File: src/rtl/cpu_pkg.sv
// Shared constants for the 16-bit RISC core: datapath width, reset PC and ALU opcodes.
// The sequencer and the execution unit both import this package.
package cpu_pkg;

  localparam int          DW       = 16;
  localparam logic [15:0] PC_RESET = 16'h0000;

  localparam logic [3:0] ALU_PASS_S = 4'b0000;
  localparam logic [3:0] ALU_PASS_R = 4'b0001;
  localparam logic [3:0] ALU_INC    = 4'b0010;
  localparam logic [3:0] ALU_DEC    = 4'b0011;
  localparam logic [3:0] ALU_ADD    = 4'b0100;
  localparam logic [3:0] ALU_SUB    = 4'b0101;
  localparam logic [3:0] ALU_SHR    = 4'b0110;
  localparam logic [3:0] ALU_SHL    = 4'b0111;
  localparam logic [3:0] ALU_AND    = 4'b1000;
  localparam logic [3:0] ALU_OR     = 4'b1001;
  localparam logic [3:0] ALU_XOR    = 4'b1010;
  localparam logic [3:0] ALU_NOT    = 4'b1011;

endpackage

File: src/rtl/reg_file8x16.sv
// Register file: two asynchronous read ports, one synchronous write port, synchronous clear.
// Reads during a write return the pre-edge contents.
module reg_file8x16 #(
  parameter int DW = 16,
  parameter int RA = 3
) (
  input  logic          clk,
  input  logic          reset,
  input  logic          we,
  input  logic [RA-1:0] wa,
  input  logic [DW-1:0] wd,
  input  logic [RA-1:0] ra_r,
  input  logic [RA-1:0] ra_s,
  output logic [DW-1:0] rd_r,
  output logic [DW-1:0] rd_s
);

  localparam int NREG = 1 << RA;

  logic [NREG-1:0][DW-1:0] regs;

  always_ff @(posedge clk) begin
    if (reset)   regs     <= '0;
    else if (we) regs[wa] <= wd;
  end

  assign rd_r = regs[ra_r];
  assign rd_s = regs[ra_s];

endmodule

File: src/rtl/cpu_eu.sv
// Execution unit: PC, IR, register file and combinational ALU.
// Flags are presented combinationally; the sequencer decides when to capture them.
module cpu_eu #(
  parameter int          DW       = cpu_pkg::DW,
  parameter int          RA       = 3,
  parameter logic [DW-1:0] PC_RESET = cpu_pkg::PC_RESET
) (
  input  logic          clk,
  input  logic          reset,
  input  logic [RA-1:0] W_Adr,
  input  logic [RA-1:0] R_Adr,
  input  logic [RA-1:0] S_Adr,
  input  logic          adr_sel,
  input  logic          s_sel,
  input  logic          pc_ld,
  input  logic          pc_inc,
  input  logic          pc_sel,
  input  logic          ir_ld,
  input  logic          rw_en,
  input  logic [3:0]    alu_op,
  input  logic [DW-1:0] D_in,
  output logic [DW-1:0] Address,
  output logic [DW-1:0] D_out,
  output logic [DW-1:0] IR,
  output logic          N,
  output logic          Z,
  output logic          C
);

  import cpu_pkg::*;

  localparam logic [DW-1:0] ONE = {{(DW-1){1'b0}}, 1'b1};

  logic [DW-1:0] pc_q, ir_q;
  logic [DW-1:0] reg_r, reg_s;
  logic [DW-1:0] alu_res, wd;
  logic [DW:0]   alu_x;
  logic [DW-1:0] pc_tgt;

  assign wd = s_sel ? D_in : alu_res;

  reg_file8x16 #(.DW(DW), .RA(RA)) u_rf (
    .clk  (clk),
    .reset(reset),
    .we   (rw_en),
    .wa   (W_Adr),
    .wd   (wd),
    .ra_r (R_Adr),
    .ra_s (S_Adr),
    .rd_r (reg_r),
    .rd_s (reg_s)
  );

  // 17-bit result: bit DW carries C for every op
  always_comb begin
    alu_x = '0;
    case (alu_op)
      ALU_PASS_S: alu_x = {1'b0, reg_s};
      ALU_PASS_R: alu_x = {1'b0, reg_r};
      ALU_INC:    alu_x = {1'b0, reg_s} + {1'b0, ONE};
      ALU_DEC:    alu_x = {(reg_s == '0), reg_s - ONE};
      ALU_ADD:    alu_x = {1'b0, reg_r} + {1'b0, reg_s};
      ALU_SUB:    alu_x = {1'b0, reg_r} - {1'b0, reg_s};
      ALU_SHR:    alu_x = {reg_s[0], 1'b0, reg_s[DW-1:1]};
      ALU_SHL:    alu_x = {reg_s[DW-1], reg_s[DW-2:0], 1'b0};
      ALU_AND:    alu_x = {1'b0, reg_r & reg_s};
      ALU_OR:     alu_x = {1'b0, reg_r | reg_s};
      ALU_XOR:    alu_x = {1'b0, reg_r ^ reg_s};
      ALU_NOT:    alu_x = {1'b0, ~reg_s};
      default:    alu_x = '0;
    endcase
  end

  assign alu_res = alu_x[DW-1:0];
  assign C       = alu_x[DW];
  assign N       = alu_res[DW-1];
  assign Z       = (alu_res == '0);

  // Relative target uses the already-incremented PC
  assign pc_tgt = pc_sel ? reg_r : pc_q + {{(DW-8){ir_q[7]}}, ir_q[7:0]};

  always_ff @(posedge clk) begin
    if (reset) begin
      pc_q <= PC_RESET;
      ir_q <= '0;
    end else begin
      if (pc_ld)       pc_q <= pc_tgt;
      else if (pc_inc) pc_q <= pc_q + ONE;
      if (ir_ld)       ir_q <= D_in;
    end
  end

  assign Address = adr_sel ? reg_r : pc_q;
  assign D_out   = reg_s;
  assign IR      = ir_q;

endmodule
File: config.mk
export PLATFORM = sky130hd
export DESIGN_NAME = cpu_eu
export DESIGN_NICKNAME = d
export VERILOG_FILES = /design/src/rtl/cpu_pkg.sv /design/src/rtl/reg_file8x16.sv /design/src/rtl/cpu_eu.sv
export SDC_FILE = /design/constraint.sdc
export NUM_CORES = 1
export LEC_CHECK = 0
export BUFFER_PORTS_ARGS = -buffer_cell sky130_fd_sc_hd__buf_2
export CORE_MARGIN = 10
export CORE_UTILIZATION = 62
export CTS_CLUSTER_DIAMETER = 60
export DETAILED_ROUTE_END_ITERATION = 10
export MAX_ROUTING_LAYER = met4
export PLACE_DENSITY = 0.82
export SETUP_SLACK_MARGIN = 0.05
export SYNTH_ARGS = -nofsm -noshare
export SYNTH_HDL_FRONTEND = slang
export SYNTH_SLANG_ARGS = --single-unit
File: constraint.sdc
create_clock -name clk -period 5.9 [get_ports clk]
set_input_delay 0.59 -clock clk [delete_from_list [all_inputs] [get_ports clk]]
set_output_delay 0.59 -clock clk [all_outputs]
set_load 0.01 [all_outputs]
## Word-level counts from Yosys, hierarchy flattened

Index checks and enable logic that the tools add are counted.

- Add/subtract/negate cells: 6
- Order comparisons: 4
- Equal/unequal tests: 11
- Muxes and demuxes: 13
- Bitwise operators: 4
- Reductions and logical operators: 5

Operator list:

| kind | number |
|---|---|
| 17-bit case mux with 12 select lines | 1 |
| 128-bit bitwise mux | 1 |
| 16-bit 2-to-1 mux | 8 |
| 16-bit binary-select mux with 3-bit select | 2 |
| 16-bit demux with 3-bit select | 1 |
| 16-bit zero test | 2 |
| 16-bit by 1-bit adder with 17-bit output (second input constant) | 1 |
| 16-bit by 16-bit adder with 17-bit output | 1 |
| 16-bit by 16-bit subtractor with 17-bit output | 1 |
| 16-bit by 1-bit adder with 16-bit output (second input constant) | 1 |
| 16-bit adder | 1 |
| 16-bit bitwise AND | 1 |
| 4-bit by 3-bit equality test with 1-bit output (second input constant) | 4 |
| 4-bit equality test (second input constant) | 4 |
| 16-bit NOT | 1 |
| 16-bit OR | 1 |
| 16-bit by 1-bit subtractor with 16-bit output (second input constant) | 1 |
| 16-bit bitwise XOR | 1 |
| 3-bit by 4-bit < comparator with 1-bit output (second input constant) | 3 |
| 4-bit by 2-bit equality test with 1-bit output (second input constant) | 2 |
| 4-bit by 1-bit equality test with 1-bit output (second input constant) | 1 |
| 4-bit zero test | 1 |
| 3-bit by 1-bit greater-or-equal comparator with 1-bit output (second input constant) | 1 |
| 2-bit nonzero test | 1 |
| 1-bit logical AND | 1 |

- Bits in registers: 160
- Bits of input ports: 38
- Output and inout bits: 51
- Word-level logic and storage cells: 53

## Logic depth before layout (Yosys ltp)

- Word-level depth: 6
- Mapped depth: 23
- Gate-level depth less buffers: 18

## By module

Synthesis repeated with hierarchy kept, for this count alone.

- Cell total of the unflattened synthesis: 1574
- Area, all modules: 13052.5 um^2

Modules (own cells, without submodules):

| module | times used | cells each | area each (um^2) | sequential area each (um^2) |
|---|---|---|---|---|
| reg_file8x16 | 1 | 705 | 6764.0 | 2562.5 |
| cpu_eu | 1 | 869 | 6288.5 | 640.6 |

## Worst setup path after synthesis

Ideal clock, no wire load.

- Kind: input to output
- From: input R_Adr[0]
- To: output Z
- Data arrival time: 4.507 ns
- Required time: 5.310 ns
- Slack: 0.803 ns
- Cell stages on the path: 16
- Buffers on the path: 2
- Cell sequence: buf_2 > buf_1 > mux4_2 > mux2i_1 > inv_1 > ha_1 > o21a_1 > o211ai_1 > a21oi_1 > o21a_1 > o31a_1 > nor4bb_1 > a211oi_1 > o21ai_2 > a2111oi_0 > and3_1

- Cells in the longest elaborated chain, start to end: 5
- Elaborated cells on any way between the ends: 9
- Those cells by class: add/sub (2); mux (3); bitwise (3); reduce/logical (1)

RTL lines:

| element | RTL line | RTL |
|---|---|---|
| start, declared | cpu_eu.sv:11 | `input logic [RA-1:0] R_Adr,` |
| 16-bit binary-select mux with 3-bit select (*) | reg_file8x16.sv:27 | `assign rd_r = regs[ra_r];` |
| 16-bit 2-to-1 mux (implied by the code) (*) | reg_file8x16.sv:27 |  |
| 16-bit by 16-bit subtractor with 17-bit output (tied with other cells) | cpu_eu.sv:63 | `ALU_SUB: alu_x = {1'b0, reg_r} - {1'b0, reg_s};` |
| 17-bit case mux with 12 select lines (*) | cpu_eu.sv:57 | `case (alu_op)` |
| via N | cpu_eu.sv:25 | `output logic N,` |
| 16-bit zero test (*) | cpu_eu.sv:77 | `assign Z = (alu_res == '0);` |
| end, declared | cpu_eu.sv:26 | `output logic Z,` |

Mark *: on every way through the listed nets, which the timed path passes. The rest lies on a longest branch. The select of a mux whose other input is x is not followed.

## Worst setup path in the final report

- From: input S_Adr[2]
- To: output Z

- Cells in the longest elaborated chain, start to end: 5
- Elaborated cells on any way between the ends: 12
- Those cells by class: add/sub (4); mux (3); bitwise (4); reduce/logical (1)

RTL lines:

| element | RTL line | RTL |
|---|---|---|
| start, declared | cpu_eu.sv:12 | `input logic [RA-1:0] S_Adr,` |
| 16-bit binary-select mux with 3-bit select (*) | reg_file8x16.sv:28 | `assign rd_s = regs[ra_s];` |
| 16-bit 2-to-1 mux (implied by the code) (*) | reg_file8x16.sv:28 |  |
| 16-bit by 16-bit subtractor with 17-bit output (tied with other cells) | cpu_eu.sv:63 |  |
| 17-bit case mux with 12 select lines (*) | cpu_eu.sv:57 |  |
| 16-bit zero test (*) | cpu_eu.sv:77 |  |

Mark *: on every way between the ends. The rest lies on a longest branch, timed or not. The select of a mux whose other input is x is not followed.

==> qor.yml <==
run_status:
  outcome: "finished clean"
placed_design:
  gp_congestion: 1.09
  placed_cell_area_um2: 13600
  dpl.hpwl_um: 33000
  io_buffer_count: 88
worst_setup_path:
  slowest_stage: "a2111oi_0"
  cp_cell_sequence: "clkbuf_4 -> buf_4 -> mux4_2 -> mux2i_4 -> inv_2 -> a2111oi_0 -> buf_4 -> and2_1 -> nor2_1 -> xnor2_1 -> ha_1 -> nor2_1 -> mux2i_1 -> o22ai_1 -> or4_1 -> a21oi_1 -> o211ai_1 -> nor4_1 -> buf_4 -> and3_1 -> buf_2"
  cpMostUsedCell: "buf_4"
  ff2ff_path_depth: 19
  slowest_delay_ns: 0.47
  arrival_ns: 5.09
  timing.critical_path.buf_inv: 6
  rr_endpoint: "u_rf.regs[78]"
  crit_path_start_kind: "input pin"
  cp-endpoint: "Z"
  cp-startpoint: "S_Adr[2]"
  rrSetupSlack_ns: 1.29
  end_kind: "output port"
  critPathMaxFanout: 14
  path_depth: 21
  crit_family: "simple AND/OR/NAND/NOR gates"
  timing.rr.start: "u_rf.regs[102]"
  crit_type: "in -> out"
  required_ns: 5.31
synthesis:
  synth_top_cells_by_count: "nand2_1, a21oi_1, dfxtp_1"
  postSynth.asyncResetShare_pct: 0
  synth_compound_area_share_pct: 19.9
  synth_cells: 1589
  synth_area_leaders: "dfxtp_1, mux4_2, nand2_1"
  synth_area_leader_cell: "dfxtp_1"
  synthAdderAreaFrac_pct: 6.90
  synth_top_family_by_area: "simple AND/OR/NAND/NOR gates"
  synth_cell_types: 93
  ys_seq_area_share_pct: 25.2
  synthSimpleGateAreaFrac_pct: 21.3
  synth_area_um2: 12700
  syn_area_per_cell_um2: 8.01
  synth_enable_flop_cells: 0
  yosysMostFrequentCell: "nand2_1"
  ys.flop_type: "dfxtp_1"
  synth_top_cell_area_share_pct: 25.2
  yosysWarnings: 0
  synth_xor_area_share_pct: 4.13
  synth-seq-cells: 160
  synth_fp_nets: 1696
  synth_mux_area_share_pct: 16.9
clocking:
  h-tree-depth: 4
  cts_max_path_buffers: 2
  cts-root-buf: "clkbuf_16"
  clock_sinks: 160
  cts-buffers-inserted: 17
  cts_setup_buffers: 0
  cts_hold_buffers: 0
  post_cts_resized: 0
  cts_tree: "built"
  clkLatencyLatePin_ns: 0.45
  cts.clk_slew.worst_paths_ns: 0.07
floorplan:
  die_area_um2: 26700
  start_util_pct: 62.9
  chipWidth_um: 163
  ios: 89
  row_count: 52
  core_um2: 20200
  die_y_um: 163
job:
  maxCapViolations: 0
global_routing:
  busiest_layer: "met2"
  use_met3_pct: 7.02
  grt_overflow: 0
  grt_pass1_vias: 12300
  antenna_found_initial: 0
  met1_usage_pct: 44.0
  grt_util_met2_pct: 51.7
  groute.usage.overall_pct: 34.5
  grt_max_degree: 106
  grt_pass1_wl_um: 70600
finish:
  antenna_cells: 0
  num-nets-final: 1769
  fin_area_um2: 14200
  syn2layout_area_growth_pct: 11.7
  drive_gt1_share_pct: 18.1
route:
  route.detailed.drc: 0
  routedWlPerCell_um: 23.7
  firstDrtPassIters: 6
  drtAntennaViolNets: 0
  viasPerCell: 6.81
  num_vias: 13200
  drt_wl_total_um: 46100
  drt_iter0_drc: 1948
timing:
  finClkSkew_ns: 0.0148
  min_period_over_period_pct: 96.3
  tightest_slew_ns: 1.34
  finalHoldViolCount: 0
  fmax_ghz: 0.176
  fin_crit_ns: 5.68
  slew_viol_final: 0
  slew_headroom_pct: 10.3
  rsz0062_at_grt: "no"
  setup_viol: 0
  setup_tns_ns: 0
power_and_ir_drop:
  vdd_drop_max_v: 0.000221
  power.density_nw_per_um2: 213
  power_leakage_nw: 5.78
hold_path:
  worstHoldPathType: "in -> reg"
[metal layers]
metal	vias to the layer above	share of wire (%)
met2	1005	44
met3	184	13
met1	6165	38
met4	0	4.8
met5	-	0
li1	5890	-
[power breakdown]
group,internal (W),switching [W]
sequential,0.00111,0.0000381
combinational,0.000288,0.000469
clock,0.000574,0.000548
total,0.00197,0.00106
[state kept, by name, summed over array words and instances, names as in the netlist]
register	flops
u_rf.regs	128
IR	16
pc_q	16
[metrics by stage]
stage	setup WS (ns)	power, W	std cells	hold slack, ns	utilization, %
detailed placement	0.170	0.00190	1913	0.462	67.1
global route	0.0751	0.00313	1945	0.415	70.2
finish	0.216	0.00303	1945	0.397	70.2
global placement	0.195	0.00188	1913	0.456	67.1
CTS	0.163	0.00300	1945	0.408	70.1
floorplan	0.803	0.00167	1589	0.443	-
[worst min-delay path by stage]
stage	to	from	depth (start not counted)
after floorplan	u_rf.regs[114]	u_rf.regs[114]	2
final	IR[11]	D_in[11]	3
after global routing	IR[12]	D_in[12]	3
after global placement	u_rf.regs[59]	u_rf.regs[59]	2
after CTS	IR[12]	D_in[12]	3
after detailed placement	u_rf.regs[49]	u_rf.regs[49]	2
[layout by cell type, fill, tap and decap left out, types with 19 or more instances in the layout]
master	count
mux4_2	52
xnor2_1	48
nor2_1	119
inv_1	46
buf_2	85
nand4_1	20
nand2b_1	20
dfxtp_1	160
nand2_1	254
mux2i_1	72
nor2b_1	19
ha_1	67
a211oi_1	24
a21oi_1	175
buf_4	79
nor3_1	25
o22ai_1	23
nand3_1	86
o21ai_0	47
[worst reg2reg max path: stages, from the launching register on]
cell and delay [ns]:
dfxtp_1 0.38, mux4_2 0.52, mux2i_4 0.24, inv_2 0.07, a41oi_1 0.33, nand4_2 0.17, nor3_1 0.31, nor2_1 0.10
xnor2_1 0.18, ha_1 0.28, buf_4 0.17, nand3_1 0.08, o2111ai_1 0.18, a21o_1 0.22, a21oi_1 0.22, xnor2_1 0.13
a221oi_2 0.38, buf_4 0.19, a211o_2 0.22, o21ai_1 0.11
[logic make-up (layout without fill, tap and decap cells)]
kind of cell    Yosys count  in the layout
compound gates          400            400
buf+inv                 166            252
flops                   160            160
fa+ha+maj                69             69
simple gates            591            591
xor+xnor                 60             60
mux                     143            143
[area by class of cell]
class | count | area, µm²
clock buffers | 17 | 425
clock inverters | 15 | 190
fillers | 1629 | 6030
inverters | 54 | 203
multi-input cells | 1263 | 8800
flip-flops and latches | 160 | 3200
well taps | 270 | 338
repair buffers | 166 | 1050
Note: power is estimated with default switching activity, not from simulation.
